==> src/rtl/acq_seq.sv <==
// Acquisition sequencer: a trigger rise runs a burst of avg_n periods of t cycles.
// Each period fires the sensor, then gates ADC strobes into the averager for a d-cycle window.
module acq_seq #(
    parameter int delay      = 100,
    parameter int t          = 256,
    parameter int t_log2     = 8,
    parameter int d          = 64,
    parameter int avg_n      = 64,
    parameter int avg_n_log2 = 6,
    parameter int cnt_w      = 16
) (
    input  logic             clk,
    input  logic             rst,
    input  logic             trigger,
    input  logic             abort,
    input  logic             adc_rdy,
    output logic             fire,
    output logic             sample_en,
    output logic             sample_valid,
    output logic             avg_clr,
    output logic             busy,
    output logic             done,
    output logic [cnt_w-1:0] n_samples
);

    typedef enum logic [1:0] {IDLE, RUN, DONE} state_t;

    localparam logic [t_log2-1:0]     CYC_LAST   = t_log2'(t - 1);
    localparam logic [avg_n_log2-1:0] PULSE_LAST = avg_n_log2'(avg_n - 1);
    // One extra bit so delay+d == t is representable.
    localparam logic [t_log2:0]       WIN_LO     = (t_log2 + 1)'(delay);
    localparam logic [t_log2:0]       WIN_HI     = (t_log2 + 1)'(delay + d);

    state_t                  state, state_nxt;
    logic [t_log2-1:0]       cyc, cyc_nxt;
    logic [avg_n_log2-1:0]   pulse, pulse_nxt;
    logic                    trigger_q;
    logic                    rise;
    logic                    start;

    assign rise = trigger & ~trigger_q;

    always_ff @(posedge clk) begin
        if (rst) begin
            state     <= IDLE;
            cyc       <= '0;
            pulse     <= '0;
            trigger_q <= 1'b0;
            n_samples <= '0;
        end else begin
            state     <= state_nxt;
            cyc       <= cyc_nxt;
            pulse     <= pulse_nxt;
            trigger_q <= trigger;
            if (start)
                n_samples <= '0;
            else if (sample_valid && n_samples != '1)
                n_samples <= n_samples + cnt_w'(1);
        end
    end

    always_comb begin
        state_nxt = state;
        cyc_nxt   = cyc;
        pulse_nxt = pulse;
        start     = 1'b0;
        case (state)
            IDLE: begin
                if (rise) begin
                    state_nxt = RUN;
                    cyc_nxt   = '0;
                    pulse_nxt = '0;
                    start     = 1'b1;
                end
            end
            RUN: begin
                if (abort) begin
                    state_nxt = IDLE;
                    cyc_nxt   = '0;
                    pulse_nxt = '0;
                end else if (cyc == CYC_LAST) begin
                    cyc_nxt = '0;
                    if (pulse == PULSE_LAST) begin
                        state_nxt = DONE;
                        pulse_nxt = '0;
                    end else begin
                        pulse_nxt = pulse + avg_n_log2'(1);
                    end
                end else begin
                    cyc_nxt = cyc + t_log2'(1);
                end
            end
            DONE: begin
                state_nxt = IDLE;
                cyc_nxt   = '0;
                pulse_nxt = '0;
            end
            default: begin
                state_nxt = IDLE;
                cyc_nxt   = '0;
                pulse_nxt = '0;
            end
        endcase
    end

    // Everything except sample_valid is decoded from registers only.
    assign busy         = (state == RUN);
    assign done         = (state == DONE);
    assign fire         = busy && (cyc == '0);
    assign avg_clr      = fire && (pulse == '0);
    assign sample_en    = busy && ({1'b0, cyc} >= WIN_LO) && ({1'b0, cyc} < WIN_HI);
    assign sample_valid = adc_rdy & sample_en;

endmodule
==> config.mk <==
export PLATFORM = sky130hd
export DESIGN_NAME = acq_seq
export DESIGN_NICKNAME = d
export VERILOG_FILES = /design/src/rtl/acq_seq.sv
export SDC_FILE = /design/constraint.sdc
export NUM_CORES = 1
export LEC_CHECK = 0
export CAP_MARGIN = 20
export CORE_UTILIZATION = 50
export CTS_CLUSTER_SIZE = 20
export DETAILED_ROUTE_END_ITERATION = 10
export GPL_TIMING_DRIVEN = 0
export PLACE_DENSITY_LB_ADDON = 0.3
export SYNTH_ARGS = -nofsm -noshare
export SYNTH_HDL_FRONTEND = slang
export SYNTH_SLANG_ARGS = --single-unit
==> constraint.sdc <==
create_clock -name clk -period 5.42 [get_ports clk]
set_clock_uncertainty 0.05 [all_clocks]
set_input_delay 1.084 -clock clk [delete_from_list [all_inputs] [get_ports clk]]
set_output_delay 1.084 -clock clk [all_outputs]
set_load 0.05 [all_outputs]
== Yosys cells after proc, flatten, opt, wreduce, memory -nomap -nowiden ==
Cells that the tools add are included.

* Memory bits (writable): 0
* Word-level logic and storage cells: 48
* Flip-flop bits (word level): 33
* Output and inout bits: 22
* Latch bits: 0
* Input port bits: 5
* Memories: 0
* Bits in read-only memories: 0

* Multipliers: 0
* $add $sub $neg: 3
* Reduce and logical (&&, ||, !) cells: 11
* Shift-type cells: 0
* Divide/modulo/power cells: 0
* Bitwise gates (word level): 3
* Magnitude comparators: 2
* Multiplexer cells: 16
* Equal/unequal tests: 8

{| class="wikitable"
|+ Operators with widths
! cell !! count
|-
| $mux W6 || 4
|-
| $mux W8 || 3
|-
| $add A16 B1 Y16 const B || 1
|-
| $ne A16 B16 Y1 const B || 1
|-
| $pmux W8 S2 || 1
|-
| $pmux W6 S2 || 1
|-
| $add A8 B1 Y8 const B || 1
|-
| $eq A8 B8 Y1 const B || 1
|-
| $ge A8 B7 Y1 const B || 1
|-
| $logic_not A8 Y1 || 1
|-
| $lt A8 B8 Y1 const B || 1
|-
| $mux W2 || 4
|-
| $add A6 B1 Y6 const B || 1
|-
| $eq A6 B6 Y1 const B || 1
|-
| $logic_not A6 Y1 || 1
|-
| $ne A3 B2 Y1 const B || 2
|-
| $logic_and A1 B1 Y1 || 5
|-
| $pmux W2 S2 || 1
|-
| $reduce_and A3 Y1 || 1
|-
| $and A1 B1 Y1 || 2
|-
| $eq A2 B1 Y1 const B || 1
|-
| $eq A2 B2 Y1 const B || 1
|-
| $logic_not A2 Y1 || 1
|-
| $mux W1 || 2
|-
| 4 further kinds || 4
|}

== Depth between registers and ports, before layout ==
Gate-level depths: netlist of run 1.

* Depth in word-level cells: 5
* Mapped depth: 8
* Gate-level depth less buffers: 6

== Worst setup path before layout of run 1 ==
No wires, ideal clock.

* Path type: reg2out
* From: register state[0]
* To: output avg_clr
* Path slack: 1177 ps
* Cell stages (with the launch flop): 5
* Buffers on the path: 0
* Data arrival time: 3109 ps
* Required time: 4286 ps
* Cell sequence: dfxtp_1 nor2b_1 nand4b_1 nor3_1 and3_1

* Cells in the longest elaborated chain, start to end: 3

{| class="wikitable"
|+ RTL lines
! element !! line !! RTL
|-
| start, declared || 34 || <nowiki>state_t state, state_nxt;</nowiki>
|-
| start signal, assigned || 51 || <nowiki>state <= state_nxt;</nowiki>
|-
| $eq A2 B1 Y1 || 107 || <nowiki>assign busy = (state == RUN);</nowiki>
|-
| via busy || 21 || <nowiki>output logic busy,</nowiki>
|-
| $logic_and A1 B1 Y1 || 109 || <nowiki>assign fire = busy && (cyc == '0);</nowiki>
|-
| via fire || 17 || <nowiki>output logic fire,</nowiki>
|-
| $logic_and A1 B1 Y1 || 110 || <nowiki>assign avg_clr = fire && (pulse == '0);</nowiki>
|-
| end, declared || 20 || <nowiki>output logic avg_clr,</nowiki>
|}

The timed path passes the listed nets, and every way through them passes these cells.

== Worst setup path in the final report of run 1 ==
* From: input adc_rdy
* To: output sample_valid

* Cells in the longest elaborated chain, start to end: 1

{| class="wikitable"
|+ RTL lines
! element !! line !! RTL
|-
| start, declared || 16 || <nowiki>input logic adc_rdy,</nowiki>
|-
| $and A1 B1 Y1 || 112 || <nowiki>assign sample_valid = adc_rdy & sample_en;</nowiki>
|-
| end, declared || 19 || <nowiki>output logic sample_valid,</nowiki>
|}

No other way between the ends.

==> impl_metrics.env, run 1 <==
export IMPL_cts_resized=0
export IMPL_worstPathArrival_ns=2.99
export IMPL_die_x_um=60.7
export IMPL_syn_inst=201
export IMPL_critical_path_class="input port to primary output"
export IMPL_grt_pass1_wl_um=6210
export IMPL_ys_seq_elements=33
export IMPL_post_synth_top_count_cell="dfxtp_1"
export IMPL_cts_root_buf="clkbuf_4"
export IMPL_vias=1599
export IMPL_clock_tree_buffer_depth=2
export IMPL_crit_slowest_cell="clkdlybuf4s50_1"
export IMPL_rsz0062_at_grt="false"
export IMPL_multi_input_area_sq_um=1000
export IMPL_wl_per_cell_um=13.0
export IMPL_finalMaxSlewViolations=0
export IMPL_dr_pass1_iters=4
export IMPL_synth_top_area_share_pct=38.4
export IMPL_final_util_pct=66.8
export IMPL_numCtsBuffers=5
export IMPL_endpoint="sample_valid"
export IMPL_synth_top_area_cell="dfxtp_1"
export IMPL_async_reset_ff_share_pct=0
export IMPL_r2r_start="n_samples[3]$_SDFFE_PP0P_"
export IMPL_hold_slack_ns=0.459
export IMPL_cp_required_ns=4.29
export IMPL_synth_edf_count=0
export IMPL_cellLeakagePower_nw=0.709
export IMPL_grt_start_max_net_pins=11
export IMPL_post_place_ws_ns=1.29
export IMPL_worst_skew_pair_late_latency_ns=0.34
export IMPL_synth_ff_type="dfxtp_1"
export IMPL_grt_ovfl_total=0
export IMPL_worst_slew_pin_slew_ns=0.768
export IMPL_die_area_sq_um=3680
export IMPL_synth_area_sq_um=1720
export IMPL_syn_area_per_cell_sq_um=8.56
export IMPL_setup_ws_ns=1.29
export IMPL_htreeDepth=2
export IMPL_worstReg2RegEnd="n_samples[1]$_SDFFE_PP0P_"
export IMPL_placement_io_buffers=26
export IMPL_synth_seq_area_share_pct=38.4
export IMPL_fin_cells=279
export IMPL_die_h_um=60.7
export IMPL_ys_warn_count=0
export IMPL_antenna_found_initial=0
export IMPL_ys_top_cells_by_area="dfxtp_1, nor2_1, a21oi_1"
export IMPL_core_area_sq_um=3150
export IMPL_clkSlewWorstSetupHoldPaths_ns=0.10
export IMPL_finalCritPeriodShare_pct=76.2
export IMPL_vdd_ir_drop_max_uv=149
export IMPL_endpoint_kind="primary output"
export IMPL_wl_um=3640
export IMPL_post_cts_buffers=0
export IMPL_max_freq_ghz=0.242
export IMPL_drc_errors=0
export IMPL_setup_tns_final_ns=0
export IMPL_crit_chain="clkdlybuf4s50_1 > nand3b_1 > nor4b_4 > or2_2 > clkdlybuf4s50_1"
export IMPL_critPathLaunch="adc_rdy"
export IMPL_timing_critical_path_mode_cell="clkdlybuf4s50_1"
export IMPL_diodes=0
export IMPL_final_hold_viol_count=0
export IMPL_ff_latch_area_sq_um=661
export IMPL_holdCritPathClass="register to register"
export IMPL_setup_viol=0
export IMPL_num_rows=20
export IMPL_cpPeakStageDelay_ns=0.78
export IMPL_maxSlewHeadroom_pct=48.7
export IMPL_drive_gt1_share_pct=7.23
export IMPL_critPathMaxFanout=4
export IMPL_rr_worst_depth=7
export IMPL_vias_per_cell=5.73
export IMPL_ant_nets=0
export IMPL_nets=244
export IMPL_synth_cell_type_count=43
export IMPL_post_place_cells=271
export IMPL_grt_pass1_vias=1423
export IMPL_cts_sinks=33
export IMPL_period_minus_slack_ns=4.13
export IMPL_yosys_top_cells_count="dfxtp_1, nor2_1, nand2_1"
export IMPL_power_density_nw_per_um2=214
export IMPL_regToRegSetupSlack_ns=3.30
export IMPL_n_fill_cell=282
export IMPL_syn_num_nets=211
export IMPL_dr_first_iter_drc_count=67
export IMPL_ios=27
export IMPL_startpoint_type="input port"
export IMPL_place_congestion=0.840
export IMPL_status="finished clean"
export IMPL_dp_hpwl_um=2690
export IMPL_syn_to_final_growth_pct=22.4
export IMPL_track_usage_pct=23.0
export IMPL_start_util_pct=54.6
export IMPL_cts_tree="built"
export IMPL_drv_cap=0
export IMPL_cts_hold_buffers_added=0
-- registers in the layout, indices dropped and copies added (netlist names) --
name	count
n_samples	16
state	2
trigger_q	1
pulse	6
cyc	8
-- cells by family after synthesis --
logic type                 Yosys count  share of synthesized area, %
and+or+nand+nor                     94                          30.4
AOI/OAI and AO/OA                   42                          17.0
DFF                                 33                          38.4
xor gates and xnor gates            13                          6.62
buffers and inverters               13                          3.35
adders and majority gates            5                          3.64
muxes                                1                         0.582
-- critical path: cells and delay by family --
family | cells | cell delay [ns]
buffers and inverters | 2 | 1.25
AND/OR/NAND/NOR | 3 | 0.66
-- per-layer routing --
layer	vias to the layer above	wire [um]	part of all wire, %	global-route usage (%)
met4	0	54	1.5	9.09
li1	809	-	-	-
met3	7	161	4.4	5.76
met5	-	0	0	0
met2	41	1650	45	35.5
met1	742	1770	49	31.0
-- placed cells by master, fill, tap and decap left out, types with 2 or more instances in the layout --
master / count
dfxtp_1: 33
clkdlybuf4s50_1: 26
nor2_1: 21
nand2_1: 17
a21oi_1: 15
inv_1: 9
nand3_1: 9
or4_1: 8
o31ai_1: 7
xor2_1: 7
xnor2_1: 6
or3_1: 6
nor2b_1: 5
nor3_1: 5
and3_1: 5
o21ai_0: 5
ha_1: 5
clkbuf_4: 5
nand4_1: 4
nand2b_1: 3
o211ai_1: 3
nor4_1: 2
a22oi_1: 2
clkbuf_1: 2
nor3b_1: 2
clkbuf_8: 2
-- report_power, final --
part | total [mW] | leakage (nW) | internal [mW] | switching [mW]
Combinational | 0.0438 | 0.401 | 0.0152 | 0.0286
Clock | 0.159 | 0.0413 | 0.0751 | 0.0843
Sequential | 0.248 | 0.267 | 0.245 | 0.00264
-- worst min path at each step --
stage,end,slack (ns),from,cells past startpoint
after floorplan,pulse[4]$_SDFFE_PP0P_,0.44,pulse[4]$_SDFFE_PP0P_,1
after global placement,n_samples[15]$_SDFFE_PP0P_,0.44,n_samples[15]$_SDFFE_PP0P_,2
after detailed placement,n_samples[15]$_SDFFE_PP0P_,0.44,n_samples[15]$_SDFFE_PP0P_,2
after CTS,n_samples[15]$_SDFFE_PP0P_,0.46,n_samples[15]$_SDFFE_PP0P_,2
after global routing,n_samples[10]$_SDFFE_PP0P_,0.50,n_samples[10]$_SDFFE_PP0P_,2
final,n_samples[15]$_SDFFE_PP0P_,0.46,n_samples[15]$_SDFFE_PP0P_,2
-- layout make-up --
class / count / area share [%]
repair buffers: 26 / 12.4
plain buffers: 4 / 1.13
well taps: 44 / 2.61
inverters: 9 / 1.60
clock buffers: 7 / 3.09
multi-input cells: 155 / 47.6
flip-flops and latches: 33 / 31.4
clock inverters: 1 / 0.238
-- stage by stage --
stage	cell area, sq um	power (mW)
2_1_floorplan	1720	0.282
4_1_cts	2110	0.453
3_3_place_gp	2040	0.296
5_1_grt	2110	0.469
6_report	2110	0.451
3_5_place_dp	2040	0.297
Note: power is estimated with default switching activity, not from simulation.
==> run 2, diff against run 1 <==
==> constraint.sdc (replaced) <==
create_clock -name clk -period 3.9 [get_ports clk]
set_clock_uncertainty 0.05 [all_clocks]
set_input_delay 0.78 -clock clk [delete_from_list [all_inputs] [get_ports clk]]
set_output_delay 0.78 -clock clk [all_outputs]
set_load 0.05 [all_outputs]
==> run 2 against run 1 <==
Final cell count did not move. Setup slack got worse by 0.90 ns. Global-route usage is 0.48 points lower. Largest cell class unchanged. Critical path depth unchanged. Critical path type unchanged.
==> impl_metrics.env, run 2 (synthesis gave the netlist of run 1 again) <==
export IMPL_status="finished clean"
export IMPL_cts_hold_buffers_added=0
export IMPL_critical_path_class="input port to primary output"
export IMPL_clkSlewWorstSetupHoldPaths_ns=0.09
export IMPL_dp_hpwl_um=2660
export IMPL_placement_io_buffers=26
export IMPL_die_h_um=60.7
export IMPL_drv_cap=0
export IMPL_setup_tns_final_ns=0
export IMPL_rsz0062_at_grt="false"
export IMPL_power_mw=0.593
export IMPL_start_util_pct=54.6
export IMPL_antenna_found_initial=0
export IMPL_maxSlewHeadroom_pct=51.9
export IMPL_nets=244
export IMPL_timing_critical_path_mode_cell="clkdlybuf4s50_1"
export IMPL_cts_sinks=33
export IMPL_vias_per_cell=5.66
export IMPL_layout_common_cells="dfxtp_1, clkdlybuf4s50_1, nor2_1"
export IMPL_vdd_ir_drop_max_uv=168
export IMPL_regMostFlops="n_samples"
export IMPL_power_density_nw_per_um2=283
export IMPL_cts_resized=0
export IMPL_n_fill_cell=282
export IMPL_cts_root_buf="clkbuf_4"
export IMPL_holdCritPathClass="register to register"
export IMPL_startpoint_type="input port"
export IMPL_largest_register_ffs=16
export IMPL_clock_tree_buffer_depth=2
export IMPL_p_int_mw=0.430
export IMPL_grt_start_max_net_pins=11
export IMPL_die_area_sq_um=3680
export IMPL_finalMaxSlewViolations=0
export IMPL_p_sw_mw=0.162
export IMPL_syn_to_final_growth_pct=21.6
export IMPL_post_cts_buffers=0
export IMPL_worstPathArrival_ns=2.68
export IMPL_numCtsBuffers=5
export IMPL_wl_per_cell_um=13.0
export IMPL_power_frac_seq_pct=58.1
export IMPL_place_congestion=0.824
export IMPL_critPathMaxFanout=4
export IMPL_diodes=0
export IMPL_htreeDepth=2
export IMPL_num_rows=20
export IMPL_period_minus_slack_ns=3.51
export IMPL_endpoint_kind="primary output"
export IMPL_grt_pass1_wl_um=6100
export IMPL_crit_slowest_cell="clkdlybuf4s50_1"
export IMPL_ant_nets=0
export IMPL_crit_chain="clkdlybuf4s50_1 > nand3b_1 > nor4b_4 > or2_2 > clkdlybuf4s50_1"
export IMPL_drc_errors=0
export IMPL_dr_first_iter_drc_count=76
export IMPL_wl_um=3620
export IMPL_cellLeakagePower_nw=0.704
export IMPL_fin_cells=279
export IMPL_worst_skew_pair_late_latency_ns=0.34
export IMPL_grt_pass1_vias=1328
export IMPL_track_usage_pct=22.5
export IMPL_reg_largest_list="n_samples (16), cyc (8), pulse (6)"
export IMPL_final_common_cell="dfxtp_1"
export IMPL_core_area_sq_um=3150
export IMPL_finalCritPeriodShare_pct=90.0
export IMPL_die_x_um=60.7
export IMPL_drive_gt1_share_pct=7.23
export IMPL_final_hold_viol_count=0
export IMPL_cts_tree="built"
export IMPL_dr_pass1_iters=4
export IMPL_max_freq_ghz=0.285
export IMPL_grt_ovfl_total=0
export IMPL_cpPeakStageDelay_ns=0.79
export IMPL_ios=27
export IMPL_regToRegSetupSlack_ns=1.79
export IMPL_setup_viol=0
export IMPL_post_place_cells=271
export IMPL_vias=1580
export IMPL_p_clk_share_pct=31.6
export IMPL_cp_required_ns=3.07
export IMPL_combPwrFrac_pct=10.3
export IMPL_switching_share_pct=27.4
export IMPL_worst_slew_pin_slew_ns=0.720
-- run 2: path summary, 6_finish.rpt --
path / start / endpoint / cells past startpoint
max: adc_rdy / sample_valid / 5
min reg2reg: n_samples[15]$_SDFFE_PP0P_ / n_samples[15]$_SDFFE_PP0P_ / 2
max reg2reg: n_samples[3]$_SDFFE_PP0P_ / n_samples[1]$_SDFFE_PP0P_ / 7
min: n_samples[15]$_SDFFE_PP0P_ / n_samples[15]$_SDFFE_PP0P_ / 2
-- run 2: area by class of cell --
type / instances / area (sq um) / area share, %
clock inverters: 2 / 10.0 / 0.478
clock buffers: 6 / 41.3 / 1.97
multi-input cells: 155 / 1010 / 48.1
well taps: 44 / 55.1 / 2.63
flip-flops and latches: 33 / 661 / 31.6
inverters: 9 / 33.8 / 1.61
repair buffers: 26 / 260 / 12.4
plain buffers: 4 / 23.8 / 1.14
-- run 2: routing by layer --
layer	vias up	track usage (%)	routed length [um]
met5	-	0	0
met4	0	7.14	51
met1	722	31.7	1790
met2	41	32.8	1590
li1	807	-	-
met3	10	7.25	187
-- run 2: stage by stage --
stage	setup WS [ns]	util (%)	cell area (sq um)	hold slack, ns
after floorplan	0.408	-	1730	0.438
after global placement	0.406	64.7	2040	0.439
after detailed placement	0.366	64.7	2040	0.439
after CTS	0.363	66.3	2090	0.454
after global routing	0.305	66.3	2090	0.473
final	0.389	66.3	2090	0.455
-- run 2: power groups by stage --
stage	clock [mW]	sequential, mW	combinational (mW)
after floorplan	0	0.351	0.0416
after global placement	0	0.352	0.0602
after detailed placement	0	0.352	0.0605
after CTS	0.190	0.344	0.0609
after global routing	0.209	0.345	0.0664
final	0.187	0.344	0.0610
-- run 2: critical path, delay by kind of cell --
kind	cells	cell delay, ns
and+or+nand+nor	3	0.64
buffers and inverters	2	1.25
==> run 3, diff against run 2 <==
--- a/config.mk
+++ b/config.mk
@@ -6,11 +6,13 @@
 export NUM_CORES = 1
 export LEC_CHECK = 0
 export CAP_MARGIN = 20
+export CORE_MARGIN = 5
 export CORE_UTILIZATION = 50
 export CTS_CLUSTER_SIZE = 20
 export DETAILED_ROUTE_END_ITERATION = 10
 export GPL_TIMING_DRIVEN = 0
 export PLACE_DENSITY_LB_ADDON = 0.3
+export SLEW_MARGIN = 10
 export SYNTH_ARGS = -nofsm -noshare
 export SYNTH_HDL_FRONTEND = slang
 export SYNTH_SLANG_ARGS = --single-unit
==> run 3 against run 2 <==
Combinational power about the same. Largest cell class unchanged. Utilization down 3.6 points. Register-to-register slack hardly changed. Total power rose by 0.50%. Cell area up 0.12%. Sequential cell count stayed put. First-iteration DRC count grew 42%. Die area increased by 28%. Sequential share of layout area hardly changed. Global-route usage down 4.7 points. Critical endpoint unchanged. Critical path depth unchanged.
==> impl_metrics.env, run 3 (synthesis gave the netlist of run 1 again) <==
export IMPL_diodes=0
export IMPL_maxSlewHeadroom_pct=53.3
export IMPL_cts_tree="built"
export IMPL_n_fill_cell=313
export IMPL_largest_register_ffs=16
export IMPL_reg_largest_list="n_samples (16), cyc (8), pulse (6)"
export IMPL_grt_pass1_wl_um=6310
export IMPL_dr_first_iter_drc_count=108
export IMPL_clock_tree_buffer_depth=2
export IMPL_setup_tns_final_ns=0
export IMPL_die_h_um=68.7
export IMPL_cellLeakagePower_nw=0.704
export IMPL_drc_errors=0
export IMPL_worstPathArrival_ns=2.70
export IMPL_finalMaxSlewViolations=0
export IMPL_dr_pass1_iters=4
export IMPL_power_density_nw_per_um2=284
export IMPL_multi_input_area_sq_um=1010
export IMPL_regMostFlops="n_samples"
export IMPL_wl_per_cell_um=13.2
export IMPL_final_hold_viol_count=0
export IMPL_core_area_sq_um=3340
export IMPL_cts_resized=0
export IMPL_numCtsBuffers=5
export IMPL_post_cts_buffers=0
export IMPL_ff_latch_area_sq_um=661
export IMPL_htreeDepth=2
export IMPL_holdCritPathClass="register to register"
export IMPL_hold_slack_ns=0.458
export IMPL_vias_per_cell=5.67
export IMPL_endpoint_kind="primary output"
export IMPL_cp_required_ns=3.07
export IMPL_regToRegSetupSlack_ns=1.80
export IMPL_post_place_ws_ns=0.358
export IMPL_place_congestion=0.860
export IMPL_post_place_cells=273
export IMPL_hold_end="n_samples[11]$_SDFFE_PP0P_"
export IMPL_setup_viol=0
export IMPL_fin_cells=281
export IMPL_status="finished clean"
export IMPL_grt_start_max_net_pins=11
export IMPL_num_rows=21
export IMPL_nets=244
export IMPL_final_cell_area_sq_um=2090
export IMPL_start_util_pct=51.6
export IMPL_max_freq_ghz=0.283
export IMPL_drive_gt1_share_pct=7.23
export IMPL_final_util_pct=62.8
export IMPL_clkSlewWorstSetupHoldPaths_ns=0.10
export IMPL_die_x_um=68.7
export IMPL_min_path_cells=2
export IMPL_cts_sinks=33
export IMPL_grt_ovfl_total=0
export IMPL_worstReg2RegEnd="n_samples[1]$_SDFFE_PP0P_"
export IMPL_syn_to_final_growth_pct=21.7
export IMPL_ant_nets=0
export IMPL_worst_skew_pair_late_latency_ns=0.34
export IMPL_ios=27
export IMPL_rr_worst_depth=8
export IMPL_worst_slew_pin_slew_ns=0.699
export IMPL_place_area_sq_um=2040
export IMPL_grt_pass1_vias=1433
export IMPL_vdd_ir_drop_max_uv=175
export IMPL_r2r_start="n_samples[0]$_SDFFE_PP0P_"
export IMPL_critical_path_class="input port to primary output"
export IMPL_rsz0062_at_grt="false"
export IMPL_critPathMaxFanout=4
export IMPL_die_area_sq_um=4710
export IMPL_layout_common_cells="dfxtp_1, clkdlybuf4s50_1, nor2_1"
export IMPL_finalCritPeriodShare_pct=90.5
export IMPL_cts_hold_buffers_added=0
export IMPL_holdCritStartpoint="n_samples[11]$_SDFFE_PP0P_"
export IMPL_period_minus_slack_ns=3.53
export IMPL_startpoint_type="input port"
export IMPL_wl_um=3720
export IMPL_drv_cap=0
export IMPL_dp_hpwl_um=2680
export IMPL_setup_ws_ns=0.370
export IMPL_final_common_cell="dfxtp_1"
export IMPL_vias=1593
export IMPL_track_usage_pct=17.8
export IMPL_placement_io_buffers=26
export IMPL_antenna_found_initial=0
export IMPL_cts_root_buf="clkbuf_4"
export IMPL_power_mw=0.596
-- run 3: cell counts in the layout (fill, tap and decap cells not counted) --
No cell type changed its count.
-- run 3: area by class of cell --
cell class / instances / area share, %
multi-input cells: 155 / 48.1
well taps: 46 / 2.75
flip-flops and latches: 33 / 31.5
clock buffers: 6 / 1.97
repair buffers: 26 / 12.4
plain buffers: 4 / 1.14
clock inverters: 2 / 0.478
inverters: 9 / 1.61
-- run 3: worst max-delay path by stage --
stage | from | endpoint | slack (ns) | depth (start not counted)
global route | adc_rdy | sample_valid | 0.29 | 5
floorplan | state[0]$_SDFFE_PP0P_ | avg_clr | 0.41 | 4
global placement | adc_rdy | sample_valid | 0.35 | 5
finish | adc_rdy | sample_valid | 0.37 | 5
detailed placement | adc_rdy | sample_valid | 0.36 | 5
CTS | adc_rdy | sample_valid | 0.35 | 5
-- run 3: metal layers --
metal	part of all wire (%)	track usage, %	vias up	routed length [um]
li1	-	-	802	-
met1	46	21.6	750	1700
met2	48	30.2	34	1800
met3	4.8	5.02	7	179
met4	1.3	5.96	0	48
met5	0	0	-	0
-- run 3: power breakdown --
part,internal (mW),switching (mW)
registers,0.341,0.00337
logic,0.0214,0.0395
clock network,0.0687,0.122
-- run 3: worst max-delay path, cell delays in order --
cell and delay [ns]:
clkdlybuf4s50_1 0.46, nand3b_1 0.13, nor4b_4 0.36, or2_2 0.18
clkdlybuf4s50_1 0.79
